File: src/rtl/mips_debug_ctrl_pkg.sv
// ---------------------------------------------------------------------------
// mips_debug_ctrl_pkg
// Shared definitions for the MIPS debug controller:
//   - FSM state encodings (also exported on o_state for debug)
//   - host command byte values
//   - halt instruction and pipeline drain length
//   - is_halt() helper used for both preload and IF/ID halt detection
// ---------------------------------------------------------------------------
package mips_debug_ctrl_pkg;

   typedef enum logic [2:0] {
      ST_LOAD = 3'd0,
      ST_CMD  = 3'd1,
      ST_RUN  = 3'd2,
      ST_STEP = 3'd3,
      ST_DONE = 3'd4
   } state_e;

   localparam logic [7:0]  CMD_RUN    = 8'h43;
   localparam logic [7:0]  CMD_STEP   = 8'h53;
   localparam logic [7:0]  CMD_RELOAD = 8'h52;

   localparam logic [31:0] HALT_WORD  = 32'hFFFF_FFFF;

   // Enabled cycles spent draining the pipeline once the halt reaches IF/ID.
   localparam int NB_DRAIN   = 4;
   localparam int NB_DRAIN_W = $clog2(NB_DRAIN + 1);
   localparam logic [NB_DRAIN_W-1:0] DRAIN_DONE = NB_DRAIN_W'(NB_DRAIN);
   localparam logic [NB_DRAIN_W-1:0] DRAIN_ZERO = {NB_DRAIN_W{1'b0}};

   function automatic logic is_halt(input logic [31:0] word);
      return (word == HALT_WORD);
   endfunction

endpackage

File: src/rtl/mips_word_assembler.sv
// ---------------------------------------------------------------------------
// mips_word_assembler
// Collects four host bytes, most significant byte first, into one 32-bit
// instruction word.
//   i_clk, i_rst   : clock, asynchronous active-low reset
//   i_clear        : synchronous clear, drops any partial word
//   i_byte_valid   : a byte is accepted this cycle
//   i_byte         : accepted byte
//   o_word_valid   : high in the cycle the 4th byte is accepted
//   o_word         : assembled word, valid together with o_word_valid
// The word is presented combinationally in the accepting cycle; the parent
// registers it, so the write strobe appears on the following cycle.
// ---------------------------------------------------------------------------
module mips_word_assembler #(
   parameter int LEN = 32
) (
   input  logic           i_clk,
   input  logic           i_rst,
   input  logic           i_clear,
   input  logic           i_byte_valid,
   input  logic [7:0]     i_byte,
   output logic           o_word_valid,
   output logic [LEN-1:0] o_word
);

   logic [1:0]     cnt_q;
   logic [1:0]     cnt_d;
   logic [LEN-9:0] shift_q;
   logic [LEN-9:0] shift_d;

   // Next-state for the byte counter and the three-byte shift register.
   always_comb begin
      cnt_d   = cnt_q;
      shift_d = shift_q;
      if (i_clear) begin
         cnt_d   = 2'd0;
         shift_d = {(LEN-8){1'b0}};
      end else if (i_byte_valid) begin
         // Counter wraps naturally from 3 to 0 on the 4th byte.
         cnt_d   = cnt_q + 2'd1;
         shift_d = {shift_q[LEN-17:0], i_byte};
      end else begin
         cnt_d   = cnt_q;
         shift_d = shift_q;
      end
   end

   // Byte counter and shift register state.
   always_ff @(posedge i_clk or negedge i_rst) begin
      if (!i_rst) begin
         cnt_q   <= 2'd0;
         shift_q <= {(LEN-8){1'b0}};
      end else begin
         cnt_q   <= cnt_d;
         shift_q <= shift_d;
      end
   end

   assign o_word_valid = i_byte_valid && !i_clear && (cnt_q == 2'd3);
   assign o_word       = {shift_q, i_byte};

endmodule

File: src/rtl/mips_debug_ctrl.sv
// ---------------------------------------------------------------------------
// mips_debug_ctrl
// Host-driven sequencer for the MIPS pipeline top: preloads program memory
// from a byte stream with the CPU held in reset, then runs or single-steps
// the CPU, counts executed cycles, detects the halt word in IF/ID and drains
// the pipeline before reporting done.
// Ports:
//   i_clk, i_rst            : clock, asynchronous active-low reset
//   i_rx_data/valid, o_rx_ready : host byte handshake
//   i_if_id_instr           : instruction currently in the IF/ID latch
//   o_cpu_rst_n             : CPU reset (low = held)
//   o_preload_flag/address/instruction : program-memory write port
//   o_cpu_enable            : CPU clock enable
//   o_cycle_count           : executed cycles (saturating)
//   o_done                  : program finished and drained
//   o_load_error            : memory filled without a halt word (sticky)
//   o_state                 : FSM state for debug
// All outputs are registered.
// ---------------------------------------------------------------------------
module mips_debug_ctrl
   import mips_debug_ctrl_pkg::*;
#(
   parameter int LEN               = 32,
   parameter int NB_ADDRESS        = 16,
   parameter int RAM_DEPTH_PROGRAM = 32
) (
   input  logic                  i_clk,
   input  logic                  i_rst,
   input  logic [7:0]            i_rx_data,
   input  logic                  i_rx_valid,
   output logic                  o_rx_ready,
   input  logic [LEN-1:0]        i_if_id_instr,
   output logic                  o_cpu_rst_n,
   output logic                  o_preload_flag,
   output logic [NB_ADDRESS-1:0] o_preload_address,
   output logic [LEN-1:0]        o_preload_instruction,
   output logic                  o_cpu_enable,
   output logic [LEN-1:0]        o_cycle_count,
   output logic                  o_done,
   output logic                  o_load_error,
   output logic [2:0]            o_state
);

   localparam logic [NB_ADDRESS-1:0] LAST_ADDR = NB_ADDRESS'(RAM_DEPTH_PROGRAM - 1);
   localparam logic [LEN-1:0]        CYC_MAX   = {LEN{1'b1}};

   state_e                  state_q,     state_d;
   logic [NB_ADDRESS-1:0]   addr_q,      addr_d;
   logic                    flag_q,      flag_d;
   logic [LEN-1:0]          instr_q,     instr_d;
   logic                    en_q,        en_d;
   logic [LEN-1:0]          cyc_q,       cyc_d;
   logic [NB_DRAIN_W-1:0]   drain_q,     drain_d;
   logic                    err_q,       err_d;
   logic                    done_q,      done_d;
   logic                    ready_q,     ready_d;
   logic                    cpu_rst_n_q, cpu_rst_n_d;

   logic                    rx_accept_s;
   logic                    asm_valid_s;
   logic [LEN-1:0]          asm_word_s;
   logic                    reload_s;
   logic                    drain_hit_s;

   assign rx_accept_s = i_rx_valid && ready_q;

   mips_word_assembler #(
      .LEN (LEN)
   ) u_word_assembler (
      .i_clk        (i_clk),
      .i_rst        (i_rst),
      .i_clear      (reload_s),
      .i_byte_valid (rx_accept_s && (state_q == ST_LOAD)),
      .i_byte       (i_rx_data),
      .o_word_valid (asm_valid_s),
      .o_word       (asm_word_s)
   );

   // Next-state logic: FSM, preload address, execution counters and outputs.
   always_comb begin
      state_d     = state_q;
      addr_d      = addr_q;
      flag_d      = 1'b0;
      instr_d     = instr_q;
      en_d        = 1'b0;
      cyc_d       = cyc_q;
      drain_d     = drain_q;
      err_d       = err_q;
      reload_s    = 1'b0;
      drain_hit_s = 1'b0;

      // Execution accounting happens on every cycle the CPU was enabled.
      // Once the halt is seen the drain counter keeps running on its own.
      if (en_q && (drain_q != DRAIN_DONE)) begin
         if (cyc_q != CYC_MAX) begin
            cyc_d = cyc_q + LEN'(1);
         end else begin
            cyc_d = cyc_q;
         end
         if (is_halt(i_if_id_instr) || (drain_q != DRAIN_ZERO)) begin
            drain_d = drain_q + NB_DRAIN_W'(1);
         end else begin
            drain_d = drain_q;
         end
         drain_hit_s = (drain_d == DRAIN_DONE);
      end else begin
         cyc_d       = cyc_q;
         drain_d     = drain_q;
         drain_hit_s = 1'b0;
      end

      case (state_q)
         ST_LOAD: begin
            if (flag_q) begin
               // Write cycle: the strobe is on the outputs now, advance.
               addr_d = addr_q + NB_ADDRESS'(1);
               if (is_halt(instr_q)) begin
                  state_d = ST_CMD;
               end else if (addr_q == LAST_ADDR) begin
                  err_d   = 1'b1;
                  state_d = ST_CMD;
               end else begin
                  state_d = ST_LOAD;
               end
            end else if (asm_valid_s) begin
               flag_d  = 1'b1;
               instr_d = asm_word_s;
            end else begin
               flag_d  = 1'b0;
            end
         end
         ST_CMD: begin
            if (rx_accept_s) begin
               case (i_rx_data)
                  CMD_RUN: begin
                     state_d = ST_RUN;
                     en_d    = 1'b1;
                  end
                  CMD_STEP: begin
                     state_d = ST_STEP;
                     en_d    = 1'b1;
                  end
                  CMD_RELOAD: reload_s = 1'b1;
                  default:    state_d  = ST_CMD;
               endcase
            end else begin
               state_d = ST_CMD;
            end
         end
         ST_RUN: begin
            if (drain_hit_s) begin
               state_d = ST_DONE;
               en_d    = 1'b0;
            end else begin
               en_d    = 1'b1;
            end
         end
         ST_STEP: begin
            if (rx_accept_s && (i_rx_data == CMD_RELOAD)) begin
               reload_s = 1'b1;
            end else if (drain_hit_s) begin
               state_d = ST_DONE;
            end else if (rx_accept_s) begin
               case (i_rx_data)
                  CMD_STEP: en_d = 1'b1;
                  CMD_RUN: begin
                     state_d = ST_RUN;
                     en_d    = 1'b1;
                  end
                  default: state_d = ST_STEP;
               endcase
            end else begin
               state_d = ST_STEP;
            end
         end
         ST_DONE: begin
            if (rx_accept_s && (i_rx_data == CMD_RELOAD)) begin
               reload_s = 1'b1;
            end else begin
               state_d = ST_DONE;
            end
         end
         default: state_d = ST_LOAD;
      endcase

      // Reload returns to a fresh load; program memory itself is not cleared.
      if (reload_s) begin
         state_d = ST_LOAD;
         addr_d  = {NB_ADDRESS{1'b0}};
         flag_d  = 1'b0;
         en_d    = 1'b0;
         cyc_d   = {LEN{1'b0}};
         drain_d = DRAIN_ZERO;
         err_d   = 1'b0;
      end else begin
         state_d = state_d;
      end

      // Ready drops for the write cycle so a byte never lands on a strobe.
      case (state_d)
         ST_LOAD: ready_d = !flag_d;
         ST_RUN:  ready_d = 1'b0;
         default: ready_d = 1'b1;
      endcase

      cpu_rst_n_d = (state_d != ST_LOAD);
      done_d      = (state_d == ST_DONE);
   end

   // Single register bank for FSM state and all registered outputs.
   always_ff @(posedge i_clk or negedge i_rst) begin
      if (!i_rst) begin
         state_q     <= ST_LOAD;
         addr_q      <= {NB_ADDRESS{1'b0}};
         flag_q      <= 1'b0;
         instr_q     <= {LEN{1'b0}};
         en_q        <= 1'b0;
         cyc_q       <= {LEN{1'b0}};
         drain_q     <= DRAIN_ZERO;
         err_q       <= 1'b0;
         done_q      <= 1'b0;
         ready_q     <= 1'b0;
         cpu_rst_n_q <= 1'b0;
      end else begin
         state_q     <= state_d;
         addr_q      <= addr_d;
         flag_q      <= flag_d;
         instr_q     <= instr_d;
         en_q        <= en_d;
         cyc_q       <= cyc_d;
         drain_q     <= drain_d;
         err_q       <= err_d;
         done_q      <= done_d;
         ready_q     <= ready_d;
         cpu_rst_n_q <= cpu_rst_n_d;
      end
   end

   assign o_rx_ready            = ready_q;
   assign o_cpu_rst_n           = cpu_rst_n_q;
   assign o_preload_flag        = flag_q;
   assign o_preload_address     = addr_q;
   assign o_preload_instruction = instr_q;
   assign o_cpu_enable          = en_q;
   assign o_cycle_count         = cyc_q;
   assign o_done                = done_q;
   assign o_load_error          = err_q;
   assign o_state               = state_q;

endmodule

File: config.mk
export PLATFORM = sky130hd
export DESIGN_NAME = mips_debug_ctrl
export DESIGN_NICKNAME = d
export VERILOG_FILES = /design/src/rtl/mips_debug_ctrl_pkg.sv /design/src/rtl/mips_word_assembler.sv /design/src/rtl/mips_debug_ctrl.sv
export SDC_FILE = /design/constraint.sdc
export NUM_CORES = 1
export LEC_CHECK = 0
export CORE_UTILIZATION = 30
export CTS_BUF_LIST = sky130_fd_sc_hd__clkbuf_4 sky130_fd_sc_hd__clkbuf_8
export DETAILED_ROUTE_END_ITERATION = 10
export GPL_ROUTABILITY_DRIVEN = 0
export PLACE_DENSITY_LB_ADDON = 0.1
export REMOVE_ABC_BUFFERS = 1
export SYNTH_ARGS = -nofsm -noshare
export SYNTH_HDL_FRONTEND = slang
export SYNTH_SLANG_ARGS = --single-unit
File: constraint.sdc
create_clock -name i_clk -period 1.9 [get_ports i_clk]
set_input_delay 0.19 -clock i_clk [delete_from_list [all_inputs] [get_ports i_clk]]
set_output_delay 0.19 -clock i_clk [all_outputs]
set_load 0.01 [all_outputs]
# Yosys cells after proc, flatten, opt, wreduce, memory -nomap -nowiden
# Index checks and enable logic that the tools add are counted.
[classes] add_sub_neg=4 n_eq_ne=17 mux=49 bitwise=1 n_reduce_logical=25
[op_table] operator="2-to-1 mux 32 bit" count=3
[op_table] operator="equality test 32 bit (second input constant)" count=2
[op_table] operator="2-to-1 mux 16 bit" count=3
[op_table] operator="2-to-1 mux 24 bit" count=2
[op_table] operator="2-to-1 mux 3 bit" count=12
[op_table] operator="adder 32 x 1 -> 32 bit (second input constant)" count=1
[op_table] operator="inequality test 32 bit (second input constant)" count=1
[op_table] operator="equality test 8 x 7 -> 1 bit (second input constant)" count=3
[op_table] operator="2-to-1 mux 1 bit" count=21
[op_table] operator="adder 16 x 1 -> 16 bit (second input constant)" count=1
[op_table] operator="equality test 16 x 5 -> 1 bit (second input constant)" count=1
[op_table] operator="one-hot mux 3 bit (5 select lines)" count=1
[op_table] operator="nonzero test 2 bit" count=6
[op_table] operator="equality test 3 x 2 -> 1 bit (second input constant)" count=3
[op_table] operator="equality test 3 bit (second input constant)" count=3
[op_table] operator="one-hot mux 3 bit (3 select lines)" count=1
[op_table] operator="logical AND 1 bit" count=6
[op_table] operator="logical NOT 3 bit" count=2
[op_table] operator="one-hot mux 3 bit (2 select lines)" count=1
[op_table] operator="nonzero test 3 bit" count=2
[op_table] operator="2-to-1 mux 2 bit" count=2
[op_table] operator="one-hot mux 1 bit (2 select lines)" count=2
[op_table] operator="AND reduction 2 bit" count=2
[op_table] operator="AND reduction 4 bit" count=1
[op_table] operator="other kinds (12)" count=14
[totals] reg_bits=118 input_bits=43 out_inout_bits=89 elab_cells=109

# Logic depth before layout (Yosys ltp)
# Gate-level depths: netlist of the first run.
[depth] ltp_word=13 mapped_depth=8 ltp_nobuf=7

# Hierarchy
# From an unflattened synthesis of the first run, not the netlist that was laid out.
[hier_totals] cells_unflattened=578 area_unflattened_um2=5701.7
[by_module_without_submodules] module="mips_debug_ctrl" n_inst=1 cells_each=483 area_each_um2=4545.6 seq_area_each_um2=2302.2
[by_module_without_submodules] module="mips_word_assembler" n_inst=1 cells_each=95 area_each_um2=1156.1 seq_area_each_um2=650.6

# Worst setup path before layout of the first run
# OpenSTA, ideal clock, no wires.
[synth_path] path_type="register to register" startpoint="register drain_q[0]" endpoint="register cyc_q[28] (netlist: o_cycle_count[28])" setup_time_ps=78 arrival_ps=2000 required_ps=1822 slack_ps=-178 stages_incl_launch_ff=9 n_path_buf=1 period_less_slack_ps=2078 path_cell_list="dfrtp_1 > inv_1 > ha_1 > nand2_1 > and2_0 > nand2_1 > clkbuf_1 > or4_1 > a21oi_1"
[synth_between] elab_chain_cells=4
[synth_rtl] element="start, declared" line="mips_debug_ctrl.sv:53" text="logic [NB_DRAIN_W-1:0] drain_q, drain_d;"
[synth_rtl] element="start signal, assigned" line="mips_debug_ctrl.sv:231" text="drain_q <= drain_d;"
[synth_rtl] element="inequality test 3 bit" line="mips_debug_ctrl.sv:94" text="if (en_q && (drain_q != DRAIN_DONE)) begin"
[synth_rtl] element="logical AND 1 bit" line="mips_debug_ctrl.sv:94"
[synth_rtl] element="nonzero test 2 bit (no line)"
[synth_rtl] element="AND reduction 2 bit (no line)"
[synth_rtl] element="end signal, assigned" line="mips_debug_ctrl.sv:218" text="cyc_q <= {LEN{1'b0}};"
[synth_rtl] element="end signal, assigned" line="mips_debug_ctrl.sv:230" text="cyc_q <= cyc_d;"
[synth_rtl] element="end, declared" line="mips_debug_ctrl.sv:52" text="logic [LEN-1:0] cyc_q, cyc_d;"
# Every way passes these cells.
# A chain may end at the register's enable or synchronous reset.

# Worst setup path in the final report of the first run
[layout_path] startpoint="register state_q[0] (netlist: o_state[0])" endpoint="register cyc_q[13] (netlist: o_cycle_count[13])"
[layout_between] elab_chain_cells=5 elab_cells_between_ends=9 cone_classes="eq/ne: 3; mux: 2; reduce/logical: 4"
[layout_rtl] element="start, declared" line="mips_debug_ctrl.sv:47" text="state_e state_q, state_d;"
[layout_rtl] element="start signal, assigned" line="mips_debug_ctrl.sv:225" text="state_q <= state_d;"
[layout_rtl] element="equality test 3 bit or equality test 3 x 2 -> 1 bit (tied branches)" line="mips_debug_ctrl.sv:112" text="case (state_q)"
[layout_rtl] element="OR reduction 2 bit (no line)"
[layout_rtl] element="one-hot mux 1 bit (2 select lines) (*)" line="mips_debug_ctrl.sv:112"
[layout_rtl] element="nonzero test 2 bit (no line)"
[layout_rtl] element="AND reduction 2 bit (no line)"
# Every way passes the cells marked *; elsewhere a longest branch is shown, timed or not.

==> flow_summary_export.csv, run 1 <==
group,metric,value,unit
status,status,"complete, but fails checks",
status,violations,"setup timing",
synth,synth-edff-count,0,
clock_tree,cts_tree,"done",
drt,postRouteAntennaNets,0,
critical_path,crit_arrival,2.36,ns
floorplanning,die_w,142.8,um
sta,fin_skew,0.01021,ns
grt,antenna_found_initial,0,
power_and_ir_drop,p_leak,3.841,nW
drt,via_per_inst,5.004,
floorplanning,ios,132,
sta,rsz0062_at_grt,"yes",
clock_tree,cts-buffers-inserted,17,
floorplanning,core_area,19460,um^2
synth,post-synth-top-count-cell,"dfrtp_1",
run,cap_violations,0,
critical_path,crit_path_max_fanout,6,
drt,wire_per_inst,17.09,um
critical_path,setup.worst_path.class,"flop to flop",
placed_design,io_buffer_count,131,
placed_design,dp_slack,-0.3195,ns
clock_tree,cts.clk_slew.worst_paths,0.08,ns
sta,slew_violations,0,
sta,setup_violations,28,
floorplanning,die_area,20390,um^2
layout,syn2layout_area_growth,60.11,%
critical_path,r2r_slack,-0.10,ns
synth,ys_ff_latch,118,
critical_path,start_kind,"flop",
grt,first_global_vias,5733,
layout,drive_gt1_share,33.64,%
sta,setup_ws,-0.1007,ns
placed_design,dp_cells,1053,
synth,synthCells,583,
clock_tree,cts_root_buf,"clkbuf_8",
layout,diodes,0,
synth,synthFlopType,"dfrtp_1",
drt,first_pass_iters,4,
critical_path,r2r-start,"o_state[0]",
synth,syn_avg_cell_area,10.20,um^2
sta,clock.fmax,499.8,MHz
grt,grt_max_degree,69,
critical_path,worst-path-buf-inv,2,
layout,n_fill_cell,1807,
drt,drt_iter0_markers,238,
critical_path,cp_top_family,"compound AO/OA/AOI/OAI gates",
sta,tightest_slew,0.3892,ns
critical_path,worstPathCellList,"buf_6 > nor3b_4 > o2111a_2 > a21oi_4 > buf_12 > a2111oi_4 > mux2i_1",
drt,wirelength,19160,um
layout,nNetsFinal,891,
clock_tree,clk_path_buf_depth,2,
critical_path,reg2reg_to,"o_cycle_count[13]",
min_path,min_path_type,"primary input to async pin",
clock_tree,numClockSinks,118,
synth,synth.top_cells.by_count,"dfrtp_1 (118), nand2_1 (100), a21oi_1 (47)",
sta,slew_headroom,73.82,%
sta,tns,-1.503,ns
placed_design,dp_hpwl,12670,um
critical_path,end_kind,"flop",
sta,finalCritPeriodShare,105.3,%
floorplanning,rows,51,
clock_tree,clk_latency,0.44,ns
critical_path,cp.depth,7,
sta,holdWs,0.2916,ns
grt,grtUsageTotal,19.00,%
layout,register_area,2955,um^2
power_and_ir_drop,powerDensity,862.6,nW/um^2
drt,vias,5609,
critical_path,r2r_cells,7,
critical_path,cp.required,2.25,ns
critical_path,slowest_delay,0.41,ns
layout,fin_cells,1121,
clock_tree,htree_levels,4,
synth,synth_top_cell_by_area,"dfrtp_1",
synth,async_flop_share,100.0,%
grt,grt_first_pass_wirelength,29930,um
grt,overflow,0,
floorplanning,dieHeight,142.8,um
layout,multi_input_area,3246,um^2
floorplanning,start_util,30.56,%
synth,synth_area_leaders,"dfrtp_1 (50%), nand2_1 (6.3%), mux2_2 (6.1%), a21oi_1 (4.0%), mux2i_1 (3.2%)",
synth,synthDominantCellAreaShare,49.65,%
synth,synth_area,5947,um^2
drt,drc,0,
synth,synth_warnings,0,
synth,synth-seq-area-share,49.65,%
sta,final_hold_viol_count,0,
sta,fin_crit,2.001,ns
synth,ys_types,64,
critical_path,cp_slowest_cell,"dfrtp_1",
power_and_ir_drop,ir_drop,743.5,uV
[state kept, by name, indices dropped and copies added (netlist names), 2 cells and up]
signal,cells
o_cycle_count,32
o_preload_instruction,32
u_word_assembler.shift_q,24
o_preload_address,16
drain_q,3
o_state,3
u_word_assembler.cnt_q,2
[worst max-delay path by stage]
| stage | to | slack [ns] | startpoint |
|---|---|---|---|
| floorplan | o_cycle_count[21] | -1.29 | o_state[2] |
| global placement | o_cycle_count[13] | -0.31 | i_rx_data[7] |
| detailed placement | o_cycle_count[13] | -0.32 | i_rx_data[7] |
| CTS | o_cycle_count[21] | -0.05 | o_state[0] |
| global route | o_cycle_count[30] | -0.18 | o_cycle_count[16] |
| finish | o_cycle_count[13] | -0.10 | o_state[0] |
[worst reg2reg max path, cell delays in order, from the launching register on]
cell and delay [ns]:
dfrtp_1 0.41, buf_6 0.15, nor3b_4 0.20, o2111a_2 0.35
a21oi_4 0.11, buf_12 0.17, a2111oi_4 0.31, mux2i_1 0.24
[per-stage QoR]
step	utilization [%]	area, um^2	total power, mW
finish	48.92	9522	8.213
CTS	46.21	8994	8.322
global route	48.92	9522	8.701
global placement	42.73	8315	5.940
detailed placement	42.73	8315	5.982
floorplan	-	5813	4.571
[routing by layer]
| metal | part of all wire [%] | global-route usage, % | vias up | wire length, um |
|---|---|---|---|---|
| met2 | 50 | 32.25 | 130 | 9605 |
| met1 | 45 | 23.80 | 2796 | 8543 |
| met5 | 0 | 0 | - | 0 |
| li1 | - | - | 2660 | - |
| met4 | 1.8 | 6.338 | 0 | 344 |
| met3 | 3.5 | 4.259 | 23 | 662 |
[area by class of cell]
cell class	instances	share of cell area (%)
Multi-Input combinational cell	430	34.09
Inverter	9	0.3548
Tap cell	265	3.482
Clock buffer	18	2.602
Sequential cell	118	31.04
Timing Repair Buffer	267	26.98
Clock inverter	14	1.459
[report_power, final]
part           leakage (nW)  total (mW)  internal [mW]  switching, mW
Clock                 0.196        2.28           1.10           1.18
Combinational          2.31        2.30           1.37          0.932
Sequential             1.33        3.63           3.10          0.529
Total                  3.84        8.21           5.57           2.64
[logic make-up (layout without fill, tap and decap cells)]
group,Yosys count,in the layout,synth area share (%)
XOR/XNOR,16,16,2.356
buffers and inverters,38,308,2.819
adder cells (fa/ha/maj),5,5,1.052
AND/OR/NAND/NOR,250,251,22.70
AO/OA/AOI/OAI,105,107,12.16
multiplexers,51,51,9.257
flip-flops,118,118,49.65
[what timing repair did]
item                                   in CTS  in global routing
hold buffers                                1                  0
pin swaps                                  16                 16
setup buffers                               8                 22
endpoints found under the hold margin     118                  0
gates cloned                                3                  3
resized for setup                          41                 57
setup endpoints to repair                  49                 74
[cell usage in the layout, fill, tap and decap left out, types with 6 or more instances in the layout]
cell type	n
mux2_2	32
nor2_1	22
a21oi_1	37
mux2i_1	19
a21oi_2	8
inv_6	7
buf_6	9
buf_4	111
and4_1	7
nand3_1	19
a2111oi_4	6
or4_1	9
nand2_1	96
nand4_1	27
inv_1	6
clkbuf_8	18
dfrtp_1	116
clkdlybuf4s50_1	130
xor2_1	12
or2_2	17
o31ai_1	10
buf_12	10
(Power assumes the default switching activity.)
==> run 2, diff against run 1 <==
--- a/config.mk
+++ b/config.mk
@@ -6,9 +6,10 @@
 export NUM_CORES = 1
 export LEC_CHECK = 0
 export CORE_UTILIZATION = 30
-export CTS_BUF_LIST = sky130_fd_sc_hd__clkbuf_4 sky130_fd_sc_hd__clkbuf_8
 export DETAILED_ROUTE_END_ITERATION = 10
+export DONT_BUFFER_PORTS = 1
 export GPL_ROUTABILITY_DRIVEN = 0
+export GPL_TIMING_DRIVEN = 0
 export PLACE_DENSITY_LB_ADDON = 0.1
 export REMOVE_ABC_BUFFERS = 1
 export SYNTH_ARGS = -nofsm -noshare
==> run 2 against run 1 <==
Net effect:
- the flow finishes with violations (hold timing, setup timing)
- final cell count fell by 18%
- setup slack improved by 0.0099 ns
- non-clock buffer count fell by 211
- flip-flop and latch count did not move
- via count fell by 11%
- global-route usage rose by 1.3 points
- wire length rose by 4.5%
- clock power rose by 54%
- core utilization fell by 8.5 points
- combinational power fell by 46%
- largest cell class unchanged
==> flow_summary_export.csv, run 2 (synthesis gave the netlist of run 1 again) <==
group,metric,value,unit
drt,wire_per_inst,21.78,um
power_and_ir_drop,clkPwrFrac,40.5,%
grt,grt_use_met2,33.41,%
status,status,"complete, but fails checks",
sta,tns,-0.8080,ns
sta,tightest_slew,1.157,ns
power_and_ir_drop,p_seq_share,45.2,%
sta,fin_crit,1.991,ns
clock_tree,cts-buffers-inserted,17,
sta,slew_violations,0,
sta,slew_headroom,22.69,%
floorplanning,start_util,30.56,%
critical_path,setup.worst_path.class,"flop to flop",
drt,drt_iter0_markers,269,
grt,grt_first_pass_wirelength,30250,um
floorplanning,rows,51,
drt,via_per_inst,5.450,
drt,postRouteAntennaNets,0,
critical_path,end_kind,"flop",
run,cap_violations,0,
clock_tree,clk_latency,0.42,ns
power_and_ir_drop,powerDensity,1102,nW/um^2
clock_tree,cts_root_buf,"clkbuf_16",
clock_tree,htree_levels,4,
sta,setup_ws,-0.09080,ns
power_and_ir_drop,share_comb_of_total_power,14.3,%
sta,rsz0062_at_grt,"yes",
clock_tree,numClockSinks,118,
layout,final_common_cell,"dfrtp_1",
layout,finalCoreUtilization,40.43,%
clock_tree,cts.clk_slew.worst_paths,0.06,ns
sta,final_hold_viol_count,118,
floorplanning,dieHeight,142.8,um
critical_path,r2r_slack,-0.09,ns
clock_tree,hold_buffers,8,
drt,wirelength,20010,um
grt,antenna_found_initial,1,
floorplanning,ios,132,
status,violations,"hold timing, setup timing",
critical_path,worstPathCellList,"nand4_1 > buf_4 > nor4_4 > buf_4 > nand3_4 > or4_4 > a21oi_2",
power_and_ir_drop,p_sw,2.735,mW
drt,first_pass_iters,5,
critical_path,cp_top_family,"simple AND/OR/NAND/NOR gates",
power_and_ir_drop,p_leak,3.097,nW
layout,n_fill_cell,1909,
min_path,min_path_type,"primary input to async pin",
critical_path,slowest_delay,0.56,ns
layout,register_area,2980,um^2
power_and_ir_drop,ir_drop,652.0,uV
power_and_ir_drop,p_int,5.937,mW
layout,syn2layout_area_growth,32.32,%
layout,drive_gt1_share,34.00,%
critical_path,crit_path_max_fanout,7,
critical_path,worst-path-buf-inv,2,
placed_design,io_buffer_count,0,
grt,overflow,0,
layout,nNetsFinal,688,
critical_path,crit_top_cell,"buf_4",
grt,grt_most_used_layer,"met2",
placed_design,dp_hpwl,10520,um
sta,setup_violations,25,
floorplanning,die_w,142.8,um
floorplanning,die_area,20390,um^2
layout,layout_common_cells,"dfrtp_1 (96), nand2_1 (95), a21oi_1 (43)",
sta,fin_skew,0.01243,ns
sta,finalCritPeriodShare,104.8,%
grt,grtUsageTotal,20.27,%
drt,drc,0,
critical_path,start_kind,"flop",
sta,clock.fmax,502.3,MHz
grt,first_global_vias,5004,
grt,use_met1,25.80,%
clock_tree,cts_tree,"done",
sta,holdWs,-0.5369,ns
floorplanning,core_area,19460,um^2
critical_path,cp_slowest_cell,"or4_4",
layout,multi_input_area,3349,um^2
critical_path,crit_arrival,2.34,ns
drt,vias,5009,
grt,met3_usage,5.500,%
critical_path,cp.required,2.25,ns
power_and_ir_drop,p_sw_share,31.54,%
grt,grt_max_degree,119,
clock_tree,clk_path_buf_depth,2,
## run 2: cell count changes in the layout (fill, tap and decap cells not counted), moves of 7 or more
cell and change:
dfrtp_1 -20, clkbuf_8 -18, mux2_4 +9, dlygate4sd3_1 +7, mux2_2 -9, clkdlybuf4s50_1 -130, clkbuf_16 +14, buf_4 -78
dfrtp_2 +20
## run 2: worst paths after layout
path | cells past startpoint | endpoint | start
worst max-delay path | 7 | o_cycle_count[24] | o_cycle_count[4]
worst min-delay path | 0 | o_cycle_count[11] | i_rst
worst max register to register | 7 | o_cycle_count[24] | o_cycle_count[4]
worst min register to register | 1 | o_preload_instruction[29] | u_word_assembler.shift_q[21]
max in group asynchronous | 0 | u_word_assembler.shift_q[6] | i_rst
min in group i_clk | 3 | o_cpu_rst_n | i_rx_data[0]
## run 2: what timing repair did
action                                 CTS  global route
setup endpoints to repair              117            86
buffers inserted                        37            10
resized for setup                       70            57
cloned                                  10             1
pin swaps                               18            16
endpoints found under the hold margin  136           118
## run 2: power groups by stage
stage	clock network (mW)	logic (mW)	registers, mW
2_1_floorplan	0	0.844	3.73
3_3_place_gp	0	0.986	3.94
3_5_place_dp	0	1.01	3.95
4_1_cts	3.58	1.19	3.92
5_1_grt	3.70	1.36	4.00
6_report	3.51	1.24	3.92
## run 2: metal layers
metal | vias up | part of all wire [%]
met2 | 134 | 49
met5 | - | 0
met3 | 27 | 5.9
met4 | 0 | 1.9
met1 | 2566 | 43
li1 | 2282 | -
## run 2: final cells by class
| class | count | share of cell area (%) |
|---|---|---|
| antenna | 1 | 0.03180 |
| inverter | 9 | 0.4770 |
| tap | 265 | 4.214 |
| sequential | 118 | 37.88 |
| timing repair inverter | 1 | 0.09540 |
| clock buffer | 17 | 5.406 |
| multi-input combinational | 437 | 42.57 |
| clock inverter | 15 | 2.624 |
| timing repair buffer | 56 | 6.710 |
## run 2: worst register-to-register path: stages (launching register included)
cell	delay (ns)
dfrtp_2	0.47
nand4_1	0.16
buf_4	0.17
nor4_4	0.16
buf_4	0.18
nand3_4	0.11
or4_4	0.56
a21oi_2	0.12
## run 2: stage by stage
stage	total power, mW	cells	cell area, um^2	hold slack (ns)	setup WS (ns)
6_report	8.672	919	7869	-0.5369	-0.09080
5_1_grt	9.071	919	7869	-0.5615	-0.2095
4_1_cts	8.691	907	7498	-0.5529	-0.07070
3_5_place_dp	4.965	820	6172	-0.1005	-2.633
3_3_place_gp	4.926	819	6145	-0.1002	-2.989
2_1_floorplan	4.571	554	5813	-0.1056	-1.294
